[src/rtl/arc4_ctrl.sv]
// ARC4 top-level sequencer: runs S-box init, KSA and PRGA in order and muxes the S memory port.
// Optional per-phase watchdog enabled by defining ARC4_CTRL_WATCHDOG_EN.
module arc4_ctrl #(
    parameter int WDOG_CYCLES = 4096
) (
    input  logic        clk,
    input  logic        rst,
    input  logic        en,
    output logic        rdy,
    output logic        done,
    output logic        err,
    output logic [1:0]  phase,
    input  logic [23:0] key,
    output logic [23:0] key_q,
    output logic        init_en,
    output logic        ksa_en,
    output logic        prga_en,
    input  logic        init_rdy,
    input  logic        ksa_rdy,
    input  logic        prga_rdy,
    input  logic [7:0]  init_s_addr,
    input  logic [7:0]  ksa_s_addr,
    input  logic [7:0]  prga_s_addr,
    input  logic [7:0]  init_s_wrdata,
    input  logic [7:0]  ksa_s_wrdata,
    input  logic [7:0]  prga_s_wrdata,
    input  logic        init_s_wren,
    input  logic        ksa_s_wren,
    input  logic        prga_s_wren,
    output logic [7:0]  s_addr,
    output logic [7:0]  s_wrdata,
    output logic        s_wren
);

    typedef enum logic [3:0] {
        S_IDLE     = 4'd0,
        S_INIT_GO  = 4'd1,
        S_INIT_ACK = 4'd2,
        S_INIT_RUN = 4'd3,
        S_KSA_GO   = 4'd4,
        S_KSA_ACK  = 4'd5,
        S_KSA_RUN  = 4'd6,
        S_PRGA_GO  = 4'd7,
        S_PRGA_ACK = 4'd8,
        S_PRGA_RUN = 4'd9
    } state_t;

    state_t      state_q, state_d;
    logic [23:0] key_d;
    logic        done_q, done_d;

    // Main state, latched key and done pulse registers.
    always_ff @(posedge clk or posedge rst) begin
        if (rst) begin
            state_q <= S_IDLE;
            key_q   <= 24'h000000;
            done_q  <= 1'b0;
        end else begin
            state_q <= state_d;
            key_q   <= key_d;
            done_q  <= done_d;
        end
    end

`ifdef ARC4_CTRL_WATCHDOG_EN
    localparam logic [15:0] WDOG_LIMIT = 16'(WDOG_CYCLES - 1);

    logic [15:0] wdog_q, wdog_d;
    logic        err_q, err_d;

    function automatic logic is_wait_state(input state_t s);
        case (s)
            S_INIT_ACK, S_INIT_RUN,
            S_KSA_ACK,  S_KSA_RUN,
            S_PRGA_ACK, S_PRGA_RUN: is_wait_state = 1'b1;
            default:                is_wait_state = 1'b0;
        endcase
    endfunction

    function automatic logic is_go_state(input state_t s);
        case (s)
            S_INIT_GO, S_KSA_GO, S_PRGA_GO: is_go_state = 1'b1;
            default:                        is_go_state = 1'b0;
        endcase
    endfunction

    // Watchdog counter and sticky abort flag.
    always_ff @(posedge clk or posedge rst) begin
        if (rst) begin
            wdog_q <= 16'h0000;
            err_q  <= 1'b0;
        end else begin
            wdog_q <= wdog_d;
            err_q  <= err_d;
        end
    end

    assign err = err_q;
`else
    assign err = 1'b0;
`endif

    // Next-state logic: one GO cycle, wait for rdy low (ACK), wait for rdy high (RUN).
    always_comb begin
        state_d = state_q;
        key_d   = key_q;
        done_d  = 1'b0;
        case (state_q)
            S_IDLE: begin
                if (en) begin
                    state_d = S_INIT_GO;
                    key_d   = key;
                end else begin
                    state_d = S_IDLE;
                end
            end
            S_INIT_GO:  state_d = S_INIT_ACK;
            S_INIT_ACK: state_d = init_rdy ? S_INIT_ACK : S_INIT_RUN;
            S_INIT_RUN: state_d = init_rdy ? S_KSA_GO   : S_INIT_RUN;
            S_KSA_GO:   state_d = S_KSA_ACK;
            S_KSA_ACK:  state_d = ksa_rdy  ? S_KSA_ACK  : S_KSA_RUN;
            S_KSA_RUN:  state_d = ksa_rdy  ? S_PRGA_GO  : S_KSA_RUN;
            S_PRGA_GO:  state_d = S_PRGA_ACK;
            S_PRGA_ACK: state_d = prga_rdy ? S_PRGA_ACK : S_PRGA_RUN;
            S_PRGA_RUN: begin
                if (prga_rdy) begin
                    state_d = S_IDLE;
                    done_d  = 1'b1;
                end else begin
                    state_d = S_PRGA_RUN;
                end
            end
            default:    state_d = S_IDLE;
        endcase

`ifdef ARC4_CTRL_WATCHDOG_EN
        err_d  = err_q;
        wdog_d = wdog_q;
        if (state_q == S_IDLE && en) begin
            err_d = 1'b0;
        end else begin
            err_d = err_q;
        end
        // A wait state that is not leaving and has exhausted its budget aborts the run.
        if (is_wait_state(state_q) && (state_d == state_q) && (wdog_q == WDOG_LIMIT)) begin
            state_d = S_IDLE;
            err_d   = 1'b1;
            done_d  = 1'b0;
            wdog_d  = 16'h0000;
        end else if (is_go_state(state_d)) begin
            wdog_d = 16'h0000;
        end else if (is_wait_state(state_q)) begin
            wdog_d = wdog_q + 16'h0001;
        end else begin
            wdog_d = wdog_q;
        end
`endif
    end

    assign rdy     = (state_q == S_IDLE);
    assign done    = done_q;
    assign init_en = (state_q == S_INIT_GO);
    assign ksa_en  = (state_q == S_KSA_GO);
    assign prga_en = (state_q == S_PRGA_GO);

    // Phase code and S-port grant, decoded from the state register only.
    always_comb begin
        phase    = 2'd0;
        s_addr   = 8'h00;
        s_wrdata = 8'h00;
        s_wren   = 1'b0;
        case (state_q)
            S_INIT_GO, S_INIT_ACK, S_INIT_RUN: begin
                phase    = 2'd1;
                s_addr   = init_s_addr;
                s_wrdata = init_s_wrdata;
                s_wren   = init_s_wren;
            end
            S_KSA_GO, S_KSA_ACK, S_KSA_RUN: begin
                phase    = 2'd2;
                s_addr   = ksa_s_addr;
                s_wrdata = ksa_s_wrdata;
                s_wren   = ksa_s_wren;
            end
            S_PRGA_GO, S_PRGA_ACK, S_PRGA_RUN: begin
                phase    = 2'd3;
                s_addr   = prga_s_addr;
                s_wrdata = prga_s_wrdata;
                s_wren   = prga_s_wren;
            end
            default: begin
                phase    = 2'd0;
                s_addr   = 8'h00;
                s_wrdata = 8'h00;
                s_wren   = 1'b0;
            end
        endcase
    end

endmodule

[config.mk]
export PLATFORM = sky130hd
export DESIGN_NAME = arc4_ctrl
export DESIGN_NICKNAME = d
export VERILOG_FILES = /design/src/rtl/arc4_ctrl.sv
export SDC_FILE = /design/constraint.sdc
export NUM_CORES = 1
export LEC_CHECK = 0
export BUFFER_PORTS_ARGS = -buffer_cell sky130_fd_sc_hd__buf_2
export CORE_UTILIZATION = 40
export CTS_CLUSTER_DIAMETER = 150
export CTS_CLUSTER_SIZE = 20
export DETAILED_ROUTE_END_ITERATION = 8
export PLACE_DENSITY_LB_ADDON = 0.25
export SYNTH_ARGS = -nofsm -noshare
export SYNTH_HDL_FRONTEND = slang
export SYNTH_SLANG_ARGS = --single-unit
[constraint.sdc]
create_clock -name clk -period 1.9 [get_ports clk]
set_input_delay 0.19 -clock clk [delete_from_list [all_inputs] [get_ports clk]]
set_output_delay 0.19 -clock clk [all_outputs]
set_load 0.05 [all_outputs]
* Yosys cells after proc, flatten, opt, wreduce, memory -nomap -nowiden
Cells that the tools add are included.
** Word-level totals
- Register bits after elaboration :: 29
- Output and inout bits :: 49
** Operators by class
- Equal/unequal tests :: 9
- Mux-type cells :: 14
- Reduce and logical (&&, ||, !) cells :: 5
** Operators with widths (number)
- one-hot mux 8 bit (3 select lines) :: 2
- one-hot mux 4 bit (10 select lines) :: 1
- equality test 4 x 3 -> 1 bit (second input constant) :: 4
- OR reduction 3 bit :: 3
- equality test 4 x 2 -> 1 bit (second input constant) :: 2
- equality test 4 bit (second input constant) :: 2
- two-way mux 1 bit :: 6
- one-hot mux 2 bit (3 select lines) :: 1
- equality test 4 x 1 -> 1 bit (second input constant) :: 1
- logical NOT 4 bit :: 1
- two-way mux 4 bit :: 1
- two-way mux 3 bit :: 1
- one-hot mux 1 bit (3 select lines) :: 1
- two-way mux 2 bit :: 1
- AND reduction 2 bit :: 1

* Depth between registers and ports, before layout
- Depth after elaboration :: 3
- Depth in mapped cells :: 6
- Gate-level depth less buffers :: 3

* Least setup slack after synthesis
Ideal clock, no wire load.
- Path type :: register -> output
- Start point :: register state_q[2]
- End point :: output port init_en
- Arrival :: 2167 ps
- Slack :: -457 ps
- Cell stages (with the launch flop) :: 6
- Path buffers :: 3
- Cell sequence :: dfrtp_1 -> buf_6 -> or2_1 -> buf_2 -> buf_2 -> nor3b_1
** Between the ends
- Word-level cells in the longest chain between the ends :: 1
** Ends and longest elaborated chain
- start, declared :: RTL line 48 : state_t state_q, state_d;
- start signal, assigned :: RTL line 59 : state_q <= state_d;
- equality test 4 x 1 -> 1 bit :: RTL line 162 : assign init_en = (state_q == S_INIT_GO);
- end, declared :: RTL line 15 : output logic init_en,
No other way between the ends.

* Worst setup path after layout
- Start point :: register state_q[2]
- End point :: output port s_wrdata[0]
** Between the ends
- Word-level cells in the longest chain between the ends :: 3
- Elaborated cells between the ends (all ways) :: 13
- Classes of those cells :: 9 x eq/ne; 1 x mux; 3 x reduce/logical
** Ends and longest elaborated chain
- equality test 4 x 3 -> 1 bit (tied with other cells) :: RTL line 172 : case (state_q)
- OR reduction 3 bit :: RTL line 172
- one-hot mux 8 bit (3 select lines) (*) :: RTL line 172
- end, declared :: RTL line 31 : output logic [7:0] s_wrdata,
Mark *: on every way between the ends. The rest lies on a longest branch, timed or not.

==> metrics.cfg <==
[sta]
fmax_mhz = 532.0
finClkSkew_ns = 0.009253
fin_crit_sh = 0.9893
grt_setup_unrepaired = yes
maxSlewViolCount = 0
min_period_ns = 1.880
setup_viol = 0
finalHoldViolations = 0

[detailed_routing]
dr.pass1.iters = 4
drt_wl_total_mm = 4.867
vias = 1648
ant_nets = 0
drc = 0
drtIter0Drc = 80
avgViaCountPerCell = 5.040
wl_per_cell_um = 14.88

[setup_path]
start_kind = flop
required_ns = 1.71
worstSetupEndpointType = primary output
cp_max_fo = 8
worstSetupStartpoint = state_q[2]
cp.arrival_ns = 1.69
worstSetupPathType = reg -> out
worst_r2r_path_depth = 6
timing.rr.start = state_q[0]

[place]
gp_congestion = 0.7559
placed_cells = 307
dpl.hpwl_mm = 3.348
port_buffers = 128

[pwr]
power_density_mw_per_mm2 = 2342
max-vdd-ir-drop_uv = 1088
leakage_uw = 0.001460

[grt]
antenna_found_initial = 0
grt_max_degree = 30
grt_first_pass_wirelength_mm = 6.817
first_global_vias = 1448
track_usage = 0.2001
overflow = 0

[synth]
yosysWarnings = 0
yosysTopAreaCell = dfrtp_1
synthesis.area_mm2 = 0.001703
ys_ff_latch = 29
async_flop_share = 1.000
syn_inst = 133
syn_area_per_cell_um2 = 12.80
synth-edff-count = 0
yosys_most_used_dff = dfrtp_1
yosysTopAreaCellShare = 0.4262
netlist_top_cells_area = dfrtp_1 (43%), mux2_4 (18%), nor3b_1 (8.4%), a221o_1 (5.9%), a221o_2 (4.6%)
synth_most_common_cell = dfrtp_1
synth_seq_area_share = 0.4262
synth_nets = 214
ys_types = 32
yosys-top-cells-count = dfrtp_1 (29), mux2_4 (20), nor3b_1 (19), a221o_1 (10), a221o_2 (7)

[cts]
root_buffer = clkbuf_8
cts_tree = done
cts_inserted_buffers = 5
cts_num_sinks = 29
ctsHtreeMaxLevel = 2
clk_latency_ns = 0.27
clkTransAtPathRegs_ns = 0.06
clockBufferDepth = 2

[layout]
nets = 357
multi_input_area_um2 = 900.9
diodes = 0
regArea_um2 = 729.5
drive_above_1_share = 0.7184
final_core_util = 0.6759
fillers = 318
instances_no_fill = 327
syn_to_final_growth_pct = 61.06

[min_path]
hold_path_class = in -> reg
hold_depth = 2
holdCritStartpoint = key[12]

[floorplan]
rows = 23
start_util = 0.4197
ios = 130
die_h_um = 67.25
die-area_mm2 = 0.004522
die_x_um = 67.25
fp.coreArea_mm2 = 0.004058

[run_status]
outcome = completed

[flow_run]
max-cap-violations = 0

==> registers in the layout, indices dropped and copies added, names as in the netlist <==
name,cells
key_q,24
state_q,4
done,1
==> power by group <==
group	switching, uW	leakage, uW	internal (uW)
combinational	2990	0.00105	1700
sequential	171	0.000347	925
clock	214	0.0000585	427
total	3370	0.00146	3050
==> cells in the final DEF (no fill, tap or decap), drive strengths merged, types with 4 or more instances in the layout <==
| cell type | Yosys | final |
|---|---|---|
| nand2 | 5 | 6 |
| clkbuf | 1 | 7 |
| a221o | 17 | 17 |
| mux2 | 24 | 24 |
| a21oi | 4 | 4 |
| dfrtp | 29 | 29 |
| buf | 12 | 147 |
| nor3b | 19 | 19 |
==> critical path, cell delays in order, from the launching register on <==
cell and delay (ns):
dfrtp_2 0.43, nand4b_1 0.21, buf_4 0.17, nand2_4 0.08, a221o_2 0.38, buf_6 0.16
==> path summary, 6_finish.rpt <==
kind	end	slack, ns
worst max register to register	key_q[3]	0.17
worst min register to register	key_q[19]	0.50
min in group asynchronous	key_q[1]	0.53
max in group asynchronous	state_q[2]	1.08
worst max-delay path	s_wrdata[0]	0.02
worst min-delay path	key_q[12]	0.15
==> area by class of cell <==
| class | count | area share |
|---|---|---|
| Inverter | 2 | 0.002737 |
| Tap cell | 50 | 0.02281 |
| Clock inverter | 1 | 0.01095 |
| Multi-Input combinational cell | 90 | 0.3285 |
| Sequential cell | 29 | 0.2660 |
| Timing Repair Buffer | 148 | 0.3376 |
| Clock buffer | 7 | 0.03148 |
==> kinds of logic (layout without fill, tap and decap cells) <==
logic type,Yosys count,count (layout),share of synthesized area
other,1,1,0.002202
muxes,24,24,0.2028
DFF,29,29,0.4262
buffers and inverters,15,158,0.06392
AOI/OAI and AO/OA,25,25,0.1323
xor gates and xnor gates,1,1,0.005144
and+or+nand+nor,38,39,0.1675
==> layer usage <==
metal | share of wire | vias to the layer above | global-route usage
met2 | 0.52 | 49 | 0.3263
met1 | 0.43 | 805 | 0.2539
met3 | 0.042 | 7 | 0.04223
li1 | - | 787 | -
met5 | 0 | - | 0
met4 | 0.014 | 0 | 0.08511
==> repair_timing <==
action                                 4_1_cts  5_1_grt
setup endpoints to repair                   19       18
pin swaps                                    3        9
endpoints found under the hold margin       29        0
hold buffers                                 1        0
gates resized for setup                     31       18
gates cloned                                 1        1
buffers inserted                             5        4
==> metrics by stage <==
stage	instance area [um2]	setup TNS (ns)	total power (uW)	setup slack, ns	hold WS [ns]
floorplan	1720	-1.991	4466	-0.09672	0.2681
CTS	2643	0	6221	0.005405	0.1366
global placement	2390	0	5182	0.1217	0.2746
detailed placement	2390	0	5215	0.1028	0.2764
global route	2743	-0.5029	6713	-0.05977	0.1412
finish	2743	0	6425	0.02038	0.1453
(Power assumes the default switching activity.)
